<file path="src/rtl/sync_bus_rx_ctrl.sv">
// sync_bus_rx_ctrl: toggle-handshake receiver that synchronizes a foreign request,
// waits SETTLE enabled cycles, captures the bus, and acknowledges on consumer accept.
module sync_bus_rx_ctrl #(
   parameter int WIDTH  = 32,
   parameter int SETTLE = 2
) (
   input  logic             clk,
   input  logic             reset,
   input  logic             clk__enable,
   input  logic             req_toggle,
   input  logic [WIDTH-1:0] data_in,
   output logic             ack_toggle,
   output logic [WIDTH-1:0] data_out,
   output logic             data_valid,
   input  logic             data_ready,
   output logic             busy,
   output logic             overrun
);
   typedef enum logic [1:0] {S_IDLE, S_SETTLE, S_VALID} state_t;
   localparam logic [3:0] CNT_INIT = 4'(SETTLE - 1);
   (* ASYNC_REG = "TRUE", SHREG_EXTRACT = "NO" *) logic r_sync1;
   (* ASYNC_REG = "TRUE", SHREG_EXTRACT = "NO" *) logic r_req_s;
   logic             r_req_s_d;
   logic             r_req_seen;
   logic [3:0]       r_cnt;
   logic [WIDTH-1:0] r_data;
   logic             r_valid;
   logic             r_ack;
   logic             r_overrun;
   state_t           r_state;
   always_ff @(posedge clk or posedge reset) begin
      if (reset) begin
         r_sync1    <= 1'b0;
         r_req_s    <= 1'b0;
         r_req_s_d  <= 1'b0;
         r_req_seen <= 1'b0;
         r_cnt      <= 4'd0;
         r_data     <= '0;
         r_valid    <= 1'b0;
         r_ack      <= 1'b0;
         r_overrun  <= 1'b0;
         r_state    <= S_IDLE;
      end else if (clk__enable) begin
         r_sync1   <= req_toggle;
         r_req_s   <= r_sync1;
         r_req_s_d <= r_req_s;
         // a sender that toggles again before our ack is flagged but otherwise ignored
         if (r_state != S_IDLE && r_req_s != r_req_s_d)
            r_overrun <= 1'b1;
         case (r_state)
            S_IDLE:
               if (r_req_s != r_req_seen) begin
                  r_state <= S_SETTLE;
                  r_cnt   <= CNT_INIT;
               end
            S_SETTLE:
               if (r_cnt != 4'd0)
                  r_cnt <= r_cnt - 4'd1;
               else begin
                  r_data     <= data_in;
                  r_valid    <= 1'b1;
                  r_req_seen <= r_req_s;
                  r_state    <= S_VALID;
               end
            S_VALID:
               if (data_ready) begin
                  r_valid <= 1'b0;
                  r_ack   <= ~r_ack;
                  r_state <= S_IDLE;
               end
            default: r_state <= S_IDLE;
         endcase
      end
   end
   assign ack_toggle = r_ack;
   assign data_out   = r_data;
   assign data_valid = r_valid;
   assign overrun    = r_overrun;
   assign busy       = r_state != S_IDLE;
endmodule

</file>
<file path="config.mk">
export PLATFORM = sky130hd
export DESIGN_NAME = sync_bus_rx_ctrl
export DESIGN_NICKNAME = d
export VERILOG_FILES = /design/src/rtl/sync_bus_rx_ctrl.sv
export SDC_FILE = /design/constraint.sdc
export NUM_CORES = 1
export LEC_CHECK = 0
export ABC_AREA = 0
export BUFFER_PORTS_ARGS = -buffer_cell sky130_fd_sc_hd__buf_2
export CORE_MARGIN = 2
export CORE_UTILIZATION = 40
export CTS_BUF_LIST = sky130_fd_sc_hd__clkbuf_8
export CTS_CLUSTER_SIZE = 20
export DETAILED_ROUTE_END_ITERATION = 8
export PLACE_DENSITY = 0.76
export SYNTH_ARGS = -nofsm -noshare
export SYNTH_HDL_FRONTEND = slang
export SYNTH_SLANG_ARGS = --single-unit
</file>
<file path="constraint.sdc">
create_clock -name clk -period 4.95 [get_ports clk]
set_input_delay 0.495 -clock clk [delete_from_list [all_inputs] [get_ports clk]]
set_output_delay 0.495 -clock clk [all_outputs]
set_load 0.01 [all_outputs]
</file>
==> results by group, run 1 <==
Logic synthesis
  • Yosys top cell by area: dfrtp_1
  • Area contributors post-synth: dfrtp_1 (56%), mux2_4 (21%), mux2_2 (4.4%), buf_12 (3.0%), ha_1 (1.2%)
  • Synthesized area per cell: 15.8 um^2
  • Synth Flop Type: dfrtp_1
  • Synth top area share: 0.556
  • Seq cells post-synth: 45
  • Number of synthesized flops with an enable pin: 0
  • Synth Cell Area: 2030 um^2
  • Async S/R FF share, synth: 1.00
  • Synth warnings: 0
  • Distinct cells, synth: 34
  • Synth Instances: 128
  • Register area share after synthesis: 0.556
  • Net Count, Synth: 167
  • Top cells by count, synth: dfrtp_1 (45), mux2_4 (29), mux2_2 (8), inv_1 (5)
  • Most common cell in the netlist: dfrtp_1

Timing
  • Fin. Hold Viols: 0
  • Setup tns final: 0 ns
  • Period utilization: 0.362
  • Slew headroom: 0.621
  • Minimum clock period: 1.79 ns
  • Unrepaired setup endpoints after global routing: no
  • Fmax: 558 MHz
  • Least-Margin Pin Slew: 0.568 ns
  • Final setup skew: 0.00922 ns
  • Pins Over Slew Limit: 0
  • Setup Viol. Count Final: 0
  • Min Hold Slack: 0.303 ns

Cells and area
  • Multi-input gate area: 795 um^2
  • Fin util: 0.521
  • Area growth syn-to-layout: 23.8%
  • Share of cells above drive strength 1: 0.616
  • Reg area: 1130 um^2
  • Layout Nets: 241
  • N_diodes: 0
  • Fin area: 2510 um^2
  • Fillcell total: 431

Power and ir drop
  • Power Density: 645 nW/um^2
  • Leak Pwr: 1.33 nW
  • Max IR drop VDD: 0.247 mV

Global route
  • First-pass GRT wire length: 5580 um
  • Vias in the first global route: 1205
  • Largest net degree at the start of global routing: 46
  • Initial antenna violation count: 0
  • GRT overflow: 0
  • GRT Util Overall: 0.134

Clock tree
  • Post_cts resized: 0
  • Setup bufs post-CTS: 0
  • Post-cts hold buffer count: 0
  • Clock sink total: 45
  • Total CTS buffers: 5
  • H-tree depth: 2
  • CTS tree: yes
  • Clock Latency Late Sink: 0.30 ns
  • CTS root buffer: clkbuf_8
  • CTS max path bufs: 2
  • Reg clk slew, reported paths: 0.10 ns

Worst setup path
  • RR Startpoint: r_cnt[0]
  • Reg-to-Reg End: r_cnt[1]
  • Slowest stage delay, CP: 0.48 ns
  • WS Path Type: register to register
  • Reg2reg setup slack: 3.16 ns
  • Crit path buf inv count: 1
  • Cells on worst reg2reg path: 5
  • CP startpoint kind: register
  • CP endpoint kind: register
  • Cell family contributing the most delay on the critical path: simple AND/OR/NAND/NOR gates
  • Critical path data required time: 5.14 ns
  • CP max stage cell: or3b_2
  • CP Max Fanout: 4
  • Critical path arrival: 1.98 ns
  • Critical path cell sequence: inv_1 -> ha_1 -> or3b_2 -> nand3_1 -> mux2_2

Drt
  • DR vias/cell: 4.73
  • Drt total wl: 3740 um
  • WL per Instance: 13.9 um
  • Initial drt markers: 94
  • Vias: 1276
  • DRT antenna net count: 0
  • Drt drc: 0
  • Drt pass-1 iters: 4

Place
  • Area after DPL: 2390 um^2
  • Dpl hpwl: 2650 um
  • Number of port buffers: 72
  • Final Wtd Congestion: 0.853

Hold path
  • Hold Crit Class: primary input to async pin

Floorplanning
  • Chip Height: 75.2 um
  • Initial Util: 0.421
  • Row Count: 25
  • Horiz. Die Dim: 75.2 um
  • Core area: 4820 um^2
  • Die area: 5650 um^2
  • Top Ports: 73

Run
  • Max-cap violations: 0

Outcome
  • Outcome: completed
cell usage in the layout (no fill, tap or decap), types with 3 or more instances in the layout:
cell type and n:
nand2_1 3, clkbuf_8 5, nor2_1 3, mux2_4 29
inv_1 4, dfrtp_1 45, buf_2 72, mux2_2 8
stage by stage:
| step | total power [mW] | instances | setup slack (ns) |
|---|---|---|---|
| detailed placement | 1.34 | 262 | 3.19 |
| global route | 1.72 | 270 | 3.08 |
| CTS | 1.64 | 270 | 3.17 |
| floorplan | 1.15 | 128 | 3.29 |
| global placement | 1.32 | 262 | 3.25 |
| finish | 1.62 | 270 | 3.16 |
sequential cells by signal, indices dropped and copies added, names as in the netlist:
register	count
ack_toggle	1
data_out	32
data_valid	1
overrun	1
r_cnt	4
r_req_s	1
r_req_s_d	1
r_req_seen	1
r_state	2
r_sync1	1
kinds of logic after synthesis:
kind of cell / Yosys count / synth area share
simple gates: 17 / 0.0599
xor+xnor: 3 / 0.0130
flops: 45 / 0.556
buf+inv: 11 / 0.0525
compound gates: 13 / 0.0475
fa+ha+maj: 2 / 0.0123
mux: 37 / 0.259
where the power goes:
group / total, mW / switching, mW / internal, mW
clock: 0.287 / 0.132 / 0.155
sequential: 0.652 / 0.114 / 0.538
combinational: 0.680 / 0.284 / 0.396
total: 1.62 / 0.530 / 1.09
per-layer routing:
layer | global-route usage | up-vias | share of wire
li1 | - | 593 | -
met1 | 0.168 | 639 | 0.42
met2 | 0.213 | 37 | 0.52
met3 | 0.0375 | 7 | 0.043
met4 | 0.0643 | 0 | 0.012
met5 | 0 | - | 0
worst max path at each step:
stage,startpoint,endpoint,slack [ns],depth (start not counted)
3_5_place_dp,r_cnt[0],r_cnt[1],3.19,5
2_1_floorplan,r_cnt[0],r_cnt[1],3.29,5
4_1_cts,r_cnt[0],r_cnt[1],3.17,5
3_3_place_gp,r_cnt[0],r_cnt[1],3.25,5
5_1_grt,r_cnt[0],r_cnt[1],3.08,5
6_report,r_cnt[0],r_cnt[1],3.16,5
cell type report:
type / count / area share
clock buffer: 5 / 0.0274
clock inverter: 3 / 0.0199
inverter: 5 / 0.00748
multi-input combinational: 72 / 0.317
sequential: 45 / 0.449
tap: 67 / 0.0334
timing repair buffer: 73 / 0.147
tightest hold or removal path: stages:
cell,delay [ns]
buf_2,0.10
clkinv_1,0.03
buf_4,0.45
Note: power is estimated with default switching activity, not from simulation.
==> inputs of run 2 (changes only) <==
Settings changed: ABC_AREA 0 to 1.
Clock period 4.95 ns to 1.7 ns, I/O delays scaled along.
==> results by group, run 2 <==
Drt
  • DR vias/cell: 4.66
  • Vias: 1715
  • Drt total wl: 4100 um
  • WL per Instance: 11.1 um
  • Drt drc: 0
  • DRT antenna net count: 0
  • Drt pass-1 iters: 4
  • Initial drt markers: 101

Timing
  • Final setup skew: 0.0118 ns
  • Fmax: 678 MHz
  • Fin. Hold Viols: 0
  • Pins Over Slew Limit: 0
  • Setup tns final: 0 ns
  • Minimum clock period: 1.48 ns
  • Unrepaired setup endpoints after global routing: no
  • Min Hold Slack: 0.00668 ns
  • Period utilization: 0.868
  • Least-Margin Pin Slew: 0.545 ns
  • Slew headroom: 0.637
  • Setup Viol. Count Final: 0

Logic synthesis
  • Most common cell in the netlist: nand2_1
  • Number of synthesized flops with an enable pin: 0
  • Register area share after synthesis: 0.572
  • Area contributors post-synth: dfrtp_1 (57%), nand2_1 (18%), nand3_1 (9.4%), inv_1 (2.1%), nor2_1 (1.7%)
  • Synth Instances: 227
  • Synth top area share: 0.572
  • Top cells by count, synth: nand2_1 (97), dfrtp_1 (45), nand3_1 (37), inv_1 (11), nor2_1 (9)
  • Synth Cell Area: 1970 um^2
  • Net Count, Synth: 266
  • Async S/R FF share, synth: 1.00
  • Seq cells post-synth: 45
  • Synth warnings: 0
  • Distinct cells, synth: 21
  • Synth Flop Type: dfrtp_1
  • Synthesized area per cell: 8.67 um^2
  • Yosys top cell by area: dfrtp_1

Power and ir drop
  • Net switching power: 1.66 mW
  • Max IR drop VDD: 0.874 mV
  • Internal power: 2.63 mW
  • Comb pwr share: 0.400
  • Net Sw Frac: 0.388
  • Leak Pwr: 1.43 nW
  • Power Density: 1730 nW/um^2
  • Sequential Power Share: 0.417
  • Clock Power Share: 0.183

Cells and area
  • Max reg flops: 32
  • Commonest non-fill, non-tap cell in the layout: nand2_1
  • Area growth syn-to-layout: 26.4%
  • Fin util: 0.527
  • N_diodes: 0
  • Commonest cells after routing, fill and taps aside: nand2_1 (97), buf_2 (72), dfrtp_1 (45)
  • Layout Nets: 339
  • Final std cells w/o fill: 368
  • Share of cells above drive strength 1: 0.299

Clock tree
  • CTS max path bufs: 2
  • CTS tree: yes
  • Setup bufs post-CTS: 0
  • CTS root buffer: clkbuf_8
  • Clock Latency Late Sink: 0.30 ns
  • Reg clk slew, reported paths: 0.09 ns
  • H-tree depth: 2
  • Total CTS buffers: 5
  • Clock sink total: 45

Place
  • Final Wtd Congestion: 0.794
  • Dpl hpwl: 2840 um
  • Number of port buffers: 72
  • Placed Instances: 360

Floorplanning
  • Horiz. Die Dim: 74.1 um
  • Row Count: 25
  • Initial Util: 0.417
  • Core area: 4720 um^2
  • Die area: 5500 um^2
  • Top Ports: 73
  • Chip Height: 74.1 um

Global route
  • Vias in the first global route: 1497
  • First-pass GRT wire length: 6620 um
  • GRT overflow: 0
  • Largest net degree at the start of global routing: 46
  • Initial antenna violation count: 0
  • GRT Util Overall: 0.158

Worst setup path
  • Critical path arrival: 1.71 ns
  • CP startpoint kind: register
  • RR Startpoint: r_cnt[0]
  • Reg-to-Reg End: data_out[7]
  • Crit path from: r_cnt[0]
  • Setup crit end: data_out[7]
  • CP endpoint kind: register
  • CP Max Fanout: 17
  • Critical path data required time: 1.93 ns
  • WS Path Type: register to register
  • Reg2reg setup slack: 0.22 ns
  • Cells on worst reg2reg path: 7

Run
  • Max-cap violations: 0

Outcome
  • Outcome: completed

Hold path
  • Hold Crit Class: primary input to async pin
-- run 2: cell types whose count changed after synthesis, moves of 6 or more --
cell     previous run  this run
nand3_1             2        37
nor2_1              3         9
mux2_4             29         0
mux2_2              8         0
inv_1               5        11
nand2_1             3        97
-- run 2: metrics by stage --
stage / cell area, um^2 / total power, mW / worst slack (ns)
finish: 2490 / 4.29 / 0.224
global route: 2490 / 4.67 / 0.0647
CTS: 2480 / 4.32 / 0.154
detailed placement: 2370 / 3.53 / 0.172
global placement: 2370 / 3.48 / 0.217
floorplan: 1970 / 2.95 / 0.390
-- run 2: repair_timing --
action | in CTS | in global routing
gates resized for setup | 0 | 1
endpoints found under the setup margin | 0 | 1
hold buffers | 0 | 0
-- run 2: worst min-delay path by stage --
stage              endpoint  slack [ns]  cells after the start  startpoint
6_report       data_out[26]       0.007                      3       reset
5_1_grt        data_out[28]        0.05                      3       reset
4_1_cts            r_cnt[3]        0.03                      3       reset
3_5_place_dp       r_cnt[2]        0.35                      3       reset
3_3_place_gp    data_out[1]        0.34                      3       reset
2_1_floorplan       r_sync1        0.29                      2  req_toggle
-- run 2: worst max-delay path, stage by stage (launching register included) --
cell,delay [ns]
dfrtp_1,0.40
inv_1,0.12
ha_1,0.19
nand2_2,0.11
nor2_8,0.17
buf_4,0.25
nand3_1,0.10
nand2_1,0.08
-- run 2: cell type report --
class                   instances  area, um^2
clock buffers                   5        68.8
clock inverters                 3        42.5
fillers                       439        2240
inverters                      12        45.0
multi-input cells             160         731
flip-flops and latches         45        1130
well taps                      67        83.8
repair buffers                 76         390
-- run 2: power groups by stage --
stage / Combinational (mW) / Clock [mW] / Sequential (mW)
after CTS: 1.73 / 0.808 / 1.79
after detailed placement: 1.73 / 0 / 1.80
after global placement: 1.68 / 0 / 1.80
final: 1.71 / 0.787 / 1.79
after floorplan: 0.997 / 0 / 1.95
after global routing: 1.97 / 0.862 / 1.84
-- run 2: kinds of logic (layout without fill, tap and decap cells) --
family,after synthesis,count (layout),share of synthesized area
simple gates,149,149,0.325
xor+xnor,2,2,0.00890
compound gates,7,7,0.0203
flops,45,45,0.572
buf+inv,22,96,0.0610
fa+ha+maj,2,2,0.0127
-- run 2: metal layers --
layer | part of all wire | GRT usage | up-vias
met4 | 0.019 | 0.0687 | 0
met2 | 0.45 | 0.251 | 75
met5 | 0 | 0 | -
li1 | - | - | 857
met1 | 0.46 | 0.205 | 776
met3 | 0.070 | 0.0407 | 7
